`config.mk`:
```
export PLATFORM = sky130hd
export DESIGN_NAME = alu_exec_ctrl
export DESIGN_NICKNAME = d
export VERILOG_FILES = /design/src/rtl/alu_exec_ctrl.sv
export SDC_FILE = /design/constraint.sdc
export NUM_CORES = 1
export LEC_CHECK = 0
export ABC_AREA = 1
export ABC_CLOCK_PERIOD_IN_PS = 2400
export CELL_PAD_IN_SITES_DETAIL_PLACEMENT = 1
export CELL_PAD_IN_SITES_GLOBAL_PLACEMENT = 1
export CORE_AREA = 2 2 254 256
export CTS_BUF_LIST = sky130_fd_sc_hd__clkbuf_4 sky130_fd_sc_hd__clkbuf_8
export DETAILED_ROUTE_END_ITERATION = 8
export DIE_AREA = 0 0 256 258
export MAX_ROUTING_LAYER = met4
export PLACE_DENSITY = 0.66
export SETUP_SLACK_MARGIN = 0.1
export SYNTH_ARGS = -nofsm -noshare
export SYNTH_HDL_FRONTEND = slang
export SYNTH_SLANG_ARGS = --single-unit
```
`constraint.sdc`:
```
create_clock -name clk -period 2.4 [get_ports clk]
set_input_delay 0.24 -clock clk [delete_from_list [all_inputs] [get_ports clk]]
set_output_delay 0.24 -clock clk [all_outputs]
set_load 0.02 [all_outputs]
```
`src/rtl/alu_exec_ctrl.sv`:
```
// Execute-stage controller ahead of a combinational 16-bit ALU.
// Owns the register file and PSR; retires one instruction every 3 cycles.
module alu_exec_ctrl #(
  parameter int NREG  = 16,
  parameter int WIDTH = 16
) (
  input  logic             clk,
  input  logic             reset,
  input  logic             instr_valid,
  output logic             instr_ready,
  input  logic [7:0]       opcode,
  input  logic [3:0]       rdest,
  input  logic [3:0]       rsrc,
  input  logic [7:0]       imm,
  input  logic             imm_sel,
  input  logic             imm_signed,
  input  logic             wr_en,
  input  logic             psr_en,
  output logic [WIDTH-1:0] alu_a,
  output logic [WIDTH-1:0] alu_b,
  output logic [7:0]       alu_opcode,
  output logic             alu_carry_in,
  input  logic [WIDTH-1:0] alu_c,
  input  logic             alu_carry,
  input  logic             alu_flag,
  input  logic             alu_low,
  input  logic             alu_negative,
  input  logic             alu_zero,
  output logic [4:0]       psr,
  output logic             done,
  input  logic [3:0]       dbg_addr,
  output logic [WIDTH-1:0] dbg_data
);

  typedef enum logic [1:0] {
    IDLE,
    EXEC,
    WB
  } state_t;

  typedef struct packed {
    logic [7:0] opcode;
    logic [3:0] rdest;
    logic [3:0] rsrc;
    logic [7:0] imm;
    logic       imm_sel;
    logic       imm_signed;
    logic       wr_en;
    logic       psr_en;
  } cap_t;

  state_t           state;
  state_t           nxt;
  cap_t             cap_q;
  logic [WIDTH-1:0] result_q;
  logic [4:0]       flags_q;
  logic [WIDTH-1:0] regs [NREG];
  logic [WIDTH-1:0] imm_ext;

  always_ff @(posedge clk) begin
    if (reset) state <= IDLE;
    else       state <= nxt;
  end

  always_comb begin
    nxt         = state;
    instr_ready = 1'b0;
    done        = 1'b0;
    unique case (state)
      IDLE: begin
        instr_ready = 1'b1;
        if (instr_valid) nxt = EXEC;
      end
      EXEC: nxt = WB;
      WB: begin
        done = 1'b1;
        nxt  = IDLE;
      end
      default: nxt = IDLE;
    endcase
  end

  always_ff @(posedge clk) begin
    if (reset) begin
      cap_q <= '0;
    end else if (state == IDLE && instr_valid) begin
      cap_q <= '{opcode, rdest, rsrc, imm, imm_sel,
                 imm_signed, wr_en, psr_en};
    end
  end

  always_ff @(posedge clk) begin
    if (reset) begin
      result_q <= '0;
      flags_q  <= '0;
    end else if (state == EXEC) begin
      result_q <= alu_c;
      flags_q  <= {alu_carry, alu_flag, alu_low,
                   alu_negative, alu_zero};
    end
  end

  // Write-back commits before the next EXEC, so no forwarding path.
  always_ff @(posedge clk) begin
    if (reset) begin
      for (int i = 0; i < NREG; i++) regs[i] <= '0;
      psr <= '0;
    end else if (state == WB) begin
      if (cap_q.wr_en)  regs[cap_q.rdest] <= result_q;
      if (cap_q.psr_en) psr <= flags_q;
    end
  end

  assign imm_ext = cap_q.imm_signed
    ? {{(WIDTH-8){cap_q.imm[7]}}, cap_q.imm}
    : {{(WIDTH-8){1'b0}}, cap_q.imm};

  assign alu_a        = regs[cap_q.rdest];
  assign alu_b        = cap_q.imm_sel ? imm_ext
                                      : regs[cap_q.rsrc];
  assign alu_opcode   = cap_q.opcode;
  assign alu_carry_in = psr[4];
  assign dbg_data     = regs[dbg_addr];

endmodule

```
* Word level (Yosys, flattened, before mapping)
Memory sizes are Yosys's and may differ from the RTL's. A register that Yosys moved wholly into a read port is not among the register bits.
Cells that the tools add are included.
** Cells by class
- Equal/unequal tests :: 3
- Multiplexer cells :: 19
- Reduce and logical (&&, ||, !) cells :: 4
** Operators by type and width (number)
- $mux W16 :: 3
- $mux W4 :: 5
- $reduce_or A16 Y1 :: 1
- $mux W1 :: 9
- $pmux W2 S2 :: 1
- $eq A2 B1 Y1 const B :: 1
- $eq A2 B2 Y1 const B :: 1
- $logic_not A2 Y1 :: 1
- $mux W2 :: 1
- $ne A2 B2 Y1 const B :: 1
- $reduce_and A2 Y1 :: 1
- $logic_and A1 B1 Y1 :: 1
** Word-level totals
- Bits in registers :: 56
- Memory bits (writable) :: 256
- Output and inout bits :: 64
- Word-level logic and storage cells :: 39
- Memories :: 1
** Memory list
- regs :: depth 16, width 16, read ports 3, clocked after Yosys merged registers in 2, write ports 16, line 57 : logic [WIDTH-1:0] regs [NREG];

* Logic depth before layout (Yosys ltp)
- Depth after elaboration :: 6
- Gate-level depth with buffers :: 11

* Worst setup path after synthesis
No wires, ideal clock.
- Path type :: flip-flop to flip-flop
- From :: reg state[1]
- To :: mem regs[0][0], enable pin
- Setup time :: 0.372 ns
- Data arrival time :: 1.682 ns
- Required time :: 2.028 ns
- Slack :: 0.346 ns
- Cell stages (with the launch flop) :: 8
- Buffers on the path :: 1
- Period minus slack after synthesis :: 2.054 ns
- Cells stage by stage :: dfxtp_1 inv_1 nor2_8 nand3_4 nor3_2 nand2_2 buf_6 nand2_1
** RTL lines
- start, declared :: line 52 : state_t state;
- start signal, assigned :: line 62 : else state <= nxt;
- end, declared :: line 57

==> impl_metrics.py <==
metrics = {
    "power_and_ir_drop": {
        "p_comb_frac": 0.282,
        "seqPwrFrac": 0.387,
        "p_switching_mw": 5.500,
        "p_int_mw": 11.01,
        "power_density_nw_per_um2": 634.2,
        "leakage_nw": 10.21,
        "p_clk_frac": 0.332,
        "vdd_drop_max_v": 0.0004309,
        "swShare": 0.3332,
        "total_power_mw": 16.51,
    },
    "cells_and_area": {
        "fin_nets": 2755,
        "antennaDiodeCount": 0,
        "drive_above_1_share": 0.2481,
        "area_growth_pct": 38.19,
        "final_cell_area_um2": 26030,
        "nFillCells": 7447,
    },
    "status": {
        "violations": "negative setup slack",
        "status": "finished with violations",
    },
    "cts": {
        "clk_path_buf_depth": 3,
        "htree_num_levels": 2,
        "cts_buffers": 59,
        "cts_sinks": 320,
        "cts.clk_slew.worst_paths_ps": 60,
        "cts_root_buf": "clkbuf_8",
        "hold_buffers": 0,
        "clock_latency_ps": 690,
        "cts_tree": "yes",
    },
    "drt": {
        "wl_um": 96460,
        "first_iter_violations": 2103,
        "dr.pass1.iters": 5,
        "route.detailed.drc": 0,
        "ant_nets": 0,
        "viasPerCell": 5.741,
        "wire_per_inst_um": 26.82,
        "vias": 20646,
    },
    "sta": {
        "period_share": 1.064,
        "hold_violations": 0,
        "worstMarginPinSlew_ps": 889.2,
        "slew-limit-headroom": 0.4065,
        "final.setup.worst_slack_ps": -153.8,
        "period_needed_ps": 2554,
        "rsz0062_at_grt": "yes",
        "setup_violations": 27,
        "hold_ws_ps": 157.0,
        "drv_slew": 0,
        "timing.fmax_mhz": 391.6,
        "finalClockSkew_ps": 20.48,
    },
    "floorplan": {
        "dieArea_um2": 66050,
        "num_io_pins": 120,
        "rows": 93,
        "core_um2": 63650,
        "die_y_um": 258,
        "die_width_um": 256,
        "start_util": 0.2960,
    },
    "place": {
        "finalWeightedCongestion": 0.8945,
        "hpwl_um": 54530,
        "dpl_cell_area_um2": 21550,
        "numPortBuffers": 119,
    },
    "logic_synthesis": {
        "synth_mux_area_frac": 0,
        "synth_compound_area_frac": 0.1389,
        "synth_top_area_share": 0.4080,
        "ys_ff_latch": 320,
        "ys_seq_area_frac": 0.4761,
        "synth_area_leader_cell": "edfxtp_1",
        "syn_avg_cell_area_um2": 7.506,
        "syn_nets": 2566,
        "synth_fa_ha_area_frac": 0,
        "yosys.area_share.simple": 0.2892,
        "synthXorXnorAreaFrac": 0,
        "ys.warnings.count": 0,
        "syn-cell-area_um2": 18840,
        "synthCells": 2510,
        "ys_top_cells_by_area": "edfxtp_1, nand2_1, nand3_1, nor2_1, dfxtp_1",
        "synth_cell_types": 20,
        "synth_top_family_by_area": "simple AND/OR/NAND/NOR gates",
    },
    "setup_path": {
        "cp-end-kind": "output port",
        "worstPathArrival_ps": 2310,
        "cp_max_fo": 6,
        "criticalPathCategory": "register to output port",
        "startpoint_type": "register",
        "required_ps": 2160,
    },
    "global_route": {
        "grt_max_degree": 66,
        "grt_usage": 0.2812,
        "antenna_found_initial": 0,
        "grt_pass1_vias": 20762,
        "overflow": 0,
        "grt_pass1_wl_um": 134000,
    },
    "job": {
        "cap_viol_max_count": 0,
    },
    "worst_hold_path": {
        "hold_class": "input port to register",
    },
}
==> synth_stat cells <==
cell type  instances
edfxtp_1         256
dfxtp_1           64
nor2_1           355
buf_1             35
clkinv_1          17
nand3_1          382
nor3_2             4
buf_2             23
inv_2              1
nand3_4            1
nor2_8             1
inv_1            199
buf_4              9
nand2_2           16
buf_6             16
clkbuf_1         132
nand2_1          540
o211ai_1         128
a21oi_1          154
o21ai_0          177
==> power groups by stage <==
stage          Sequential, mW  Combinational, mW  Clock, mW
3_3_place_gp             6.45               3.29          0
4_1_cts                  6.37               4.15       5.57
3_5_place_dp             6.46               3.36          0
5_1_grt                  6.40               4.85       5.79
2_1_floorplan            6.40               1.83          0
6_report                 6.38               4.65       5.48
==> sequential cells by signal, indices dropped and copies added (netlist names), named ones only <==
| register | cells |
|---|---|
| psr | 5 |
| flags_q | 5 |
| state | 2 |
| result_q | 16 |
| alu_opcode | 8 |
| cap_q | 20 |
| regs | 256 |
==> worst max-delay path, cell delays in order (launching register included) <==
cell and delay [ps]:
dfxtp_4 440, clkinv_8 110, buf_12 170, buf_16 150, nand2_2 70, nand3_2 80, nand3_2 90, nand2_1 80
nand2_1 80, nand2_2 80, nand2_2 80, nand2_2 60, buf_6 130
==> cell type report <==
class                           count  area [um^2]  area share
Clock buffer                       84         1044     0.04008
Clock inverter                     19        128.9    0.004950
Inverter                          217        827.0     0.03177
Multi-Input combinational cell   1758         9248      0.3552
Sequential cell                   320         8984      0.3451
Tap cell                          855         1070     0.04109
Timing Repair Buffer              343         4733      0.1818
==> cells in the final DEF (no fill, tap or decap), types with 9 or more instances in the layout <==
cell,n
clkbuf_4,18
nand2_2,110
clkbuf_8,66
o21ai_2,9
o211ai_1,128
buf_6,44
nand2_1,424
dfxtp_1,58
nor2_1,340
nand3_1,281
inv_2,18
a21oi_1,123
buf_12,49
clkbuf_16,22
buf_16,39
buf_4,100
o21ai_0,121
inv_1,181
edfxtp_1,256
a21oi_2,28
nand3_2,97
o21ai_1,47
nand2_4,22
clkdlybuf4s50_1,68
clkinv_1,30
==> cells by family (layout without fill, tap and decap cells) <==
| logic type | Yosys count | in the layout |
|---|---|---|
| simple gates | 1299 | 1299 |
| compound gates | 459 | 459 |
| flops | 320 | 320 |
| buf+inv | 432 | 663 |
==> timing repair <==
item / CTS / global route
cloned: 34 / 23
setup buffers: 32 / 11
setup endpoints to repair: 48 / 47
endpoints found under the hold margin: 0 / 0
pin swaps: 85 / 158
resized for setup: 479 / 231
==> routing by layer <==
layer	share of wire	wire length [um]	up-vias	global-route usage
met1	0.39	37610	10256	0.3459
met3	0.10	9626	337	0.05143
met2	0.45	43840	1234	0.4471
met5	0	0	-	-
li1	-	-	8819	-
met4	0.056	5375	0	0.1342
==> final timing paths <==
| check | startpoint | endpoint | slack (ps) | cells past startpoint |
|---|---|---|---|---|
| setup / recovery | register | alu_b[4] | -150 | 12 |
| hold / removal | alu_negative | flags_q[1] | 160 | 3 |
| setup reg to reg | state[1] | regs[1][6] | 360 | 7 |
| hold reg to reg | psr[0] | psr[0] | 470 | 2 |
==> per-stage QoR <==
| step | instances | worst slack [ps] | utilization | setup TNS, ps |
|---|---|---|---|---|
| 2_1_floorplan | 2510 | 346.1 | - | 0 |
| 3_3_place_gp | 3398 | 81.04 | 0.3386 | 0 |
| 3_5_place_dp | 3398 | 73.88 | 0.3386 | 0 |
| 4_1_cts | 3567 | -186.2 | 0.3898 | -2941 |
| 5_1_grt | 3596 | -247.9 | 0.4090 | -4853 |
| 6_report | 3596 | -153.8 | 0.4090 | -2371 |
Power figures use the tool's default switching activity.
==> patch: new RTL, config.mk and constraints unchanged <==
The 3 states of `state_t` get a one-hot encoding in 3 bits.
--- a/src/rtl/alu_exec_ctrl.sv
+++ b/src/rtl/alu_exec_ctrl.sv
@@ -34,6 +34,6 @@
 
-  typedef enum logic [1:0] {
-    IDLE,
-    EXEC,
-    WB
+  typedef enum logic [2:0] {
+    IDLE = 3'b001,
+    EXEC = 3'b010,
+    WB   = 3'b100
   } state_t;
Check against the original RTL: no difference found for any inputs over 4 cycles, from zero or initial values and one cycle with reset high; so few cycles prove little.
==> patch against the unedited design <==
Highest routed layer unchanged; power increased by 1.1%; sequential cell count increased by 1; area after synthesis about the same; die area unchanged; wire length decreased by 11%; setup slack improved by 3.0 ps; critical path type unchanged; final area decreased by 0.71%; clock power increased by 4.0%; hold slack got worse by 25 ps; largest cell class unchanged; critical path depth unchanged; non-clock buffer count decreased by 19; critical endpoint is now alu_b[15]; the flow still finishes with violations (setup timing).
==> patch: results (changes against the unedited design) <==
vias: 19600  # was 20,600
buffer_area_frac: 0.169  # was 0.182
synth_compound_area_frac: 0.139  # about the same
drive_above_1_share: 0.253  # was 0.248
use_met3: 0.0289  # was 0.0514
cts_buffers: 60  # was 59
outcome: "complete, but fails checks"  # unchanged
nets: 2739  # was 2,755
gr-usage-met2: 0.421  # was 0.447
clkbuf_count: 90  # was 84
multi_input_area_share: 0.360  # was 0.355
violations: "setup timing"  # unchanged
path_max_fanout: 8  # was 6
drt-met1-wl_mm: 35.4  # was 37.6 mm
final-setup-viol-count: 26  # was 27
worst_slack_ps: -151  # was -154 ps
hpwl_mm: 52.5  # was 54.5 mm
clock_area_frac: 0.0490  # was 0.0450
syn_avg_cell_area_um2: 7.50  # was 7.51 um2
grt_util_all_layers: 0.254  # was 0.281
vdd_ir_drop_max_mv: 0.353  # was 0.431 mV
syn_nets: 2567  # was 2,566
num-fill-cells: 7495  # was 7,447
wl_met3_mm: 5.04  # was 9.63 mm
nMultiInputCombCells: 1759  # was 1,758
grt_max_degree: 57  # was 66
grtUsageMet1: 0.311  # was 0.346
ctsResizeCount: 466  # was 479
met2_length_mm: 41.2  # was 43.8 mm
setup_tns_ps: -2170  # was -2370 ps
cts_setup_buffers: 27  # was 32
wirelength_mm: 86.1  # was 96.5 mm
syn2layout_area_growth_pct: 37.3  # was 38.2%
ys_top_cells_by_area: "edfxtp_1 (41%), nand2_1 (11%), nand3_1 (10%), dfxtp_1 (6.9%), nor2_1 (6.9%)"  # was edfxtp_1 (41%), nand2_1 (11%), nand3_1 (10%), nor2_1 (7.1%), dfxtp_1 (6.8%)
crit_family: "buffers and inverters"  # was simple AND/OR/NAND/NOR gates
synthMuxAreaShare: 0  # unchanged
place_congestion: 0.855  # was 0.895
grt_pass1_wl_mm: 124  # was 134 mm
synth_seq_cells: 321  # was 320
finalClockSkew_ps: 26.0  # was 20.5 ps
antenna_found_initial: 0  # unchanged
worst_pin_slew_ps: 727  # was 889 ps
cpPeakStageDelay_ps: 400  # was 440 ps
synth_common_cells: "nand2_1 (550), nand3_1 (383), nor2_1 (344), edfxtp_1 (256), inv_1 (199)"  # was nand2_1 (540), nand3_1 (382), nor2_1 (355), edfxtp_1 (256), inv_1 (199)
dr.first_iter.drc_count: 1586  # was 2,103
design_area_mm2: 0.0258  # was 0.0260 mm2
buffers: 324  # was 343
cellLeakagePower_nw: 10.0  # was 10.2 nW
place_area_mm2: 0.0217  # was 0.0216 mm2
post-place-ws_ps: 55.1  # was 73.9 ps
dp_cells: 3399  # was 3,398
stdcell_count: 3589  # was 3,596
-- patch: cell types whose count changed after synthesis, sizes merged --
cell | unedited run | this run
dfxtp | 64 | 65
o21ai | 177 | 172
clkbuf | 132 | 161
nand3 | 383 | 384
nor2 | 356 | 344
a21oi | 154 | 159
nor3 | 4 | 6
buf | 83 | 53
nand2 | 556 | 566
-- patch: cell families (layout without fill, tap and decap cells) --
family,Yosys count,in the layout
compound gates,459,459
simple gates,1300,1300
flops,321,321
buf+inv,431,654
-- patch: power breakdown --
| part | internal, mW | switching, mW | total [mW] | leakage, nW |
|---|---|---|---|---|
| logic | 1.86 | 2.74 | 4.60 | 6.15 |
| registers | 6.22 | 0.180 | 6.40 | 3.17 |
| clock network | 3.16 | 2.54 | 5.70 | 0.685 |
-- patch: path summary, 6_finish.rpt --
path                            cells after the start          from  slack [ps]          end
worst min-delay path                                3  alu_negative         130   flags_q[1]
worst max register to register                      7      state[2]         600  regs[13][2]
worst max-delay path                               12      register        -150    alu_b[15]
worst min register to register                      2        psr[0]         460       psr[0]
